## src/rtl/conv_win.sv

```systemverilog
// 4x4 sliding-window assembler fed by the line-buffer column stream.
// Tracks raster position and flags windows that lie fully inside the frame.
package conv_pkg;
    typedef logic [7:0] pixel_t;
endpackage

module conv_win #(
    parameter  int IMG_W = 64,
    parameter  int IMG_H = 64,
    localparam int X_W   = $clog2(IMG_W),
    localparam int Y_W   = $clog2(IMG_H)
) (
    input  logic                              clk,
    input  logic                              arst_n,
    input  logic                              push_i,
    input  logic                              sof_i,
    input  conv_pkg::pixel_t                  colA_i,
    input  conv_pkg::pixel_t                  colB_i,
    input  conv_pkg::pixel_t                  colC_i,
    input  conv_pkg::pixel_t                  colD_i,
    output logic                              win_vld_o,
    output conv_pkg::pixel_t [3:0][3:0]       win_o,
    output logic [X_W-1:0]                    win_x_o,
    output logic [Y_W-1:0]                    win_y_o,
    output logic                              eof_o,
    output logic                              frame_err_o
);

    localparam logic [X_W-1:0] X_LAST = X_W'(IMG_W - 1);
    localparam logic [Y_W-1:0] Y_LAST = Y_W'(IMG_H - 1);

    logic [X_W-1:0] x_q, x_d, px, wx_q, wx_d;
    logic [Y_W-1:0] y_q, y_d, py, wy_q, wy_d;
    conv_pkg::pixel_t [3:0][3:0] win_q, win_d;
    conv_pkg::pixel_t [3:0]      col;
    logic vld_q, vld_d, eof_q, eof_d, err_q, err_d;

    assign col = {colD_i, colC_i, colB_i, colA_i};

    always_comb begin
        x_d   = x_q;
        y_d   = y_q;
        win_d = win_q;
        wx_d  = wx_q;
        wy_d  = wy_q;
        vld_d = 1'b0;
        eof_d = 1'b0;
        err_d = 1'b0;
        // sof forces the column to (0,0) regardless of where the counters were
        px    = sof_i ? '0 : x_q;
        py    = sof_i ? '0 : y_q;
        if (push_i) begin
            err_d = sof_i && ((x_q != '0) || (y_q != '0));
            for (int unsigned r = 0; r < 4; r++) begin
                win_d[r][2:0] = win_q[r][3:1];
                win_d[r][3]   = col[r];
            end
            if (px != X_LAST) begin
                x_d = px + X_W'(1);
                y_d = py;
            end else begin
                x_d = '0;
                if (py != Y_LAST) begin
                    y_d = py + Y_W'(1);
                end else begin
                    y_d   = '0;
                    eof_d = 1'b1;
                end
            end
            if ((px >= X_W'(3)) && (py >= Y_W'(3))) begin
                vld_d = 1'b1;
                wx_d  = px - X_W'(3);
                wy_d  = py - Y_W'(3);
            end
        end
    end

    always_ff @(posedge clk or negedge arst_n) begin
        if (!arst_n) begin
            x_q   <= '0;
            y_q   <= '0;
            win_q <= '0;
            wx_q  <= '0;
            wy_q  <= '0;
            vld_q <= 1'b0;
            eof_q <= 1'b0;
            err_q <= 1'b0;
        end else begin
            x_q   <= x_d;
            y_q   <= y_d;
            win_q <= win_d;
            wx_q  <= wx_d;
            wy_q  <= wy_d;
            vld_q <= vld_d;
            eof_q <= eof_d;
            err_q <= err_d;
        end
    end

    assign win_vld_o   = vld_q;
    assign win_o       = win_q;
    assign win_x_o     = wx_q;
    assign win_y_o     = wy_q;
    assign eof_o       = eof_q;
    assign frame_err_o = err_q;

endmodule

```

## config.mk

```make
export PLATFORM = sky130hd
export DESIGN_NAME = conv_win
export DESIGN_NICKNAME = d
export VERILOG_FILES = /design/src/rtl/conv_win.sv
export SDC_FILE = /design/constraint.sdc
export NUM_CORES = 1
export LEC_CHECK = 0
export CELL_PAD_IN_SITES_DETAIL_PLACEMENT = 0
export CELL_PAD_IN_SITES_GLOBAL_PLACEMENT = 1
export CORE_UTILIZATION = 38
export DETAILED_ROUTE_END_ITERATION = 10
export GPL_TIMING_DRIVEN = 0
export PLACE_DENSITY = 0.8
export SETUP_SLACK_MARGIN = 0.3
export SLEW_MARGIN = 40
export SYNTH_ARGS = -nofsm -noshare
export SYNTH_HDL_FRONTEND = slang
export SYNTH_SLANG_ARGS = --single-unit
```

## constraint.sdc

```tcl
create_clock -name clk -period 2.2 [get_ports clk]
set_input_delay 0.66 -clock clk [delete_from_list [all_inputs] [get_ports clk]]
set_output_delay 0.66 -clock clk [all_outputs]
set_load 0.01 [all_outputs]
```

==> reports/metrics.csv <==
metric,value,unit
cpPeakStageDelay,0.60,ns
post-route-period-util,82.8,%
numCtsBuffers,17,
max-cap-violations,0,
diodes,0,
final_period_minus_worst_setup_slack,1.82,ns
drt_first_pass_iters,4,
clk_pin_slew_worst_paths,0.06,ns
multi_input_area,2180,sq um
floorplan.initialDensity,38.9,%
worstSetupPathType,reg2reg,
final-max-slew-violation-count,0,
maximum_number_of_pins_on_one_net_before_global_route_repair,80,
core,15900,sq um
power.share.combinational,22.2,%
synth.yosys.seq_area_share,62.7,%
finish.instance_area,8770,sq um
post_drt_wl_per_cell,16.8,um
power_per_cell_area,987,nW/um^2
timing.critical_path.from_type,flip-flop,
slowest_stage,sky130_fd_sc_hd__or4_4,
ctsLongestPathBuffers,2,
clockPowerShare,34.7,%
timing_worst_slew_pin_value,0.629,ns
num-fill-cells,1403,
cp_data_required_time,2.50,ns
worstPathCellList,or4_4 -> o221ai_4 -> inv_2 -> mux2_4,
post_synth_inst_count,433,
die_x,130,um
yosys.area_share.adder,0.202,%
static-leakage-power,0.00396,uW
maxSlewHeadroom,58.1,%
vias,4224,
crit_path_max_fo,8,
top_usage_layer,met2,
cts_tree,yes,
finalHoldViolations,0,
number_of_enable_type_register_cells_in_the_synthesized_netlist,0,
post_synthesis_xor_xnor_area_fraction,0.708,%
synth_top_flop_cell,sky130_fd_sc_hd__dfrtp_1,
synth.yosys.warnings,0,
dr.first_iter.drc_count,147,
post_synthesis_async_set_or_reset_flop_share,100,%
setup_repair_after_global_routing_missed_its_margin,false,
first_global_vias,4453,
clkSinkCount,155,
global_route.usage.met3,9.12,%
synth_simple_gate_area_share,5.08,%
final_net_count,667,
cts_hold_buffers,0,
netlist_area,6190,sq um
power.sequential.fraction,43.1,%
gr-usage-all-layers,18.3,%
yosys.cell_types.count,45,
num_io_pins,179,
grtUsageMet2,29.0,%
globalRouteMet1Util,21.7,%
timing.critical_path.to_type,flip-flop,
synth-compound-area-share,4.65,%
route.antenna.remaining_nets,0,
utilization,55.2,%
fmax,0.549,GHz
detailed_place.area,8340,sq um
switching_share,28.0,%
critPathArrivalTime,2.12,ns
num_rows,46,
die_height,130,um
seq_area,3880,sq um
grt.overflow.total,0,
drive_above_1_share,29.5,%
timing.final.setup_violations,0,
route.final.wire_length,14400,um
synth-seq-cells,155,
syn-mean-instance-area,14.3,sq um
hold_path.class,in2async,
main_combinational_cell_family_by_area_after_synthesis,multiplexers,
hpwl,10200,um
fin_hold_ws,0.0448,ns
viasPerCell,4.92,
ctsHtreeMaxLevel,4,
vdd_ir_drop_max,579,uV
p_int,6230,uW
synthMuxAreaShare,24.2,%
syn-num-nets,470,
drt_drc_violations_left,0,
portBuffers,176,
outcome,completed,
clock_tree.root_cell,sky130_fd_sc_hd__clkbuf_16,
setup.reg_to_reg.worst_slack,0.38,ns
dieArea,16800,sq um
grt_antenna_before_repair,0,
clock_insertion_delay_worst_skew,0.42,ns
clock_skew,0.00722,ns
switchingPower,2420,uW
gp_congestion,0.769,
syn_to_final_growth,41.8,%
grt_pass1_wl,23300,um
power by group through the flow:
stage	registers [uW]	clock network, uW	logic, uW
detailed placement	3810	0	2300
floorplan	3980	0	717
CTS	3750	3070	1950
finish	3730	3000	1920
global route	3820	3210	2100
global placement	3770	0	2260
routing by layer:
metal  part of all wire, %  wire [um]
met5                     0          0
met3                    10       1460
met4                   1.0        151
met2                    48       6940
met1                    41       5880
final timing paths:
path | startpoint | end | cells past startpoint
max | y_q[4] | win_y_o[4] | 4
min | arst_n | win_o[72] | 1
max reg2reg | y_q[4] | win_y_o[4] | 4
min reg2reg | win_y_o[3] | win_y_o[3] | 2
max in group asynchronous | arst_n | win_o[2] | 2
min in group clk | win_y_o[3] | win_y_o[3] | 2
cells in the final DEF (no fill, tap or decap), types with 2 or more instances in the layout:
| master | synthesis | routed |
|---|---|---|
| sky130_fd_sc_hd__and3_1 | 3 | 2 |
| sky130_fd_sc_hd__o21ai_0 | 18 | 17 |
| sky130_fd_sc_hd__nand3_1 | 7 | 6 |
| sky130_fd_sc_hd__a31oi_1 | 3 | 3 |
| sky130_fd_sc_hd__nor2b_1 | 6 | 6 |
| sky130_fd_sc_hd__dlygate4sd2_1 | 0 | 143 |
| sky130_fd_sc_hd__clkbuf_8 | 0 | 4 |
| sky130_fd_sc_hd__inv_1 | 6 | 6 |
| sky130_fd_sc_hd__dfrtp_1 | 155 | 154 |
| sky130_fd_sc_hd__clkdlybuf4s50_1 | 0 | 32 |
| sky130_fd_sc_hd__o22ai_1 | 3 | 3 |
| sky130_fd_sc_hd__mux2_2 | 129 | 128 |
| sky130_fd_sc_hd__nand2b_1 | 3 | 3 |
| sky130_fd_sc_hd__clkinv_4 | 0 | 3 |
| sky130_fd_sc_hd__mux2_4 | 1 | 2 |
| sky130_fd_sc_hd__xnor2_1 | 3 | 3 |
| sky130_fd_sc_hd__inv_6 | 0 | 3 |
| sky130_fd_sc_hd__a21oi_1 | 4 | 4 |
| sky130_fd_sc_hd__bufinv_16 | 0 | 3 |
| sky130_fd_sc_hd__or4_1 | 2 | 2 |
| sky130_fd_sc_hd__nor2_1 | 8 | 8 |
| sky130_fd_sc_hd__clkbuf_16 | 0 | 17 |
| sky130_fd_sc_hd__o31ai_1 | 2 | 2 |
| sky130_fd_sc_hd__and2_1 | 2 | 2 |
| sky130_fd_sc_hd__clkinv_2 | 0 | 3 |
| sky130_fd_sc_hd__clkbuf_1 | 15 | 10 |
| sky130_fd_sc_hd__xor2_1 | 2 | 2 |
| sky130_fd_sc_hd__nor3_1 | 4 | 4 |
| sky130_fd_sc_hd__clkbuf_2 | 0 | 3 |
| sky130_fd_sc_hd__nand2_1 | 20 | 20 |
| sky130_fd_sc_hd__buf_2 | 10 | 10 |
| sky130_fd_sc_hd__o21ai_1 | 1 | 2 |
| sky130_fd_sc_hd__buf_16 | 0 | 2 |
| sky130_fd_sc_hd__mux2i_1 | 3 | 3 |
| sky130_fd_sc_hd__o221ai_1 | 2 | 2 |
cell families (layout without fill, tap and decap cells):
kind of cell    count (synthesis)  after routing
compound gates                 43             43
xor+xnor                        5              5
fa+ha+maj                       1              1
buf+inv                        35            245
flops                         155            155
mux                           133            133
simple gates                   61             61
area by class of cell:
cell class | count | share of cell area [%]
plain buffers | 27 | 1.81
flip-flops and latches | 155 | 44.2
well taps | 216 | 3.08
inverters | 8 | 0.342
clock buffers | 19 | 5.05
repair buffers | 178 | 18.7
clock inverters | 13 | 1.88
multi-input cells | 243 | 24.9
synthesized netlist by cell type, types with 3 or more instances:
master / number / area (sq um)
sky130_fd_sc_hd__inv_1: 6 / 22.5
sky130_fd_sc_hd__mux2i_1: 3 / 30.0
sky130_fd_sc_hd__nand2_1: 20 / 75.1
sky130_fd_sc_hd__dfrtp_1: 155 / 3880
sky130_fd_sc_hd__nor3_1: 4 / 20.0
sky130_fd_sc_hd__nand3_1: 7 / 35.0
sky130_fd_sc_hd__a31oi_1: 3 / 18.8
sky130_fd_sc_hd__nor2b_1: 6 / 37.5
sky130_fd_sc_hd__nand2b_1: 3 / 18.8
sky130_fd_sc_hd__and3_1: 3 / 18.8
sky130_fd_sc_hd__o21ai_0: 18 / 90.1
sky130_fd_sc_hd__xnor2_1: 3 / 26.3
sky130_fd_sc_hd__nor2_1: 8 / 30.0
sky130_fd_sc_hd__mux2_2: 129 / 1450
sky130_fd_sc_hd__clkbuf_1: 15 / 56.3
sky130_fd_sc_hd__buf_2: 10 / 50.1
sky130_fd_sc_hd__a21oi_1: 4 / 20.0
sky130_fd_sc_hd__o22ai_1: 3 / 18.8
metrics by stage:
step	TNS [ns]	setup slack [ns]	instances	total power, uW
after floorplan	0	0.225	433	4700
after global placement	-881.99	-5.57	825	6030
after detailed placement	-17.34	-0.249	827	6110
after CTS	0	0.348	859	8760
after global routing	0	0.318	859	9130
final	0	0.378	859	8650
registers in the layout, indices dropped and copies added, names as in the netlist:
signal	cells
win_y_o	6
win_o	128
win_x_o	6
frame_err_o	1
eof_o	1
x_q	6
y_q	6
win_vld_o	1
timing repair:
item,in CTS,in global routing
setup endpoints to repair,226,4
resized for setup,144,5
buffers inserted,0,0
worst max-delay path: cells and delay by family, from the launching register on:
kind	cells	cell delay (ns)
buf+inv	1	0.08
simple gates	1	0.60
compound gates	1	0.28
flops	1	0.45
mux	1	0.29
No activity file was read; power rests on OpenSTA's default activity.
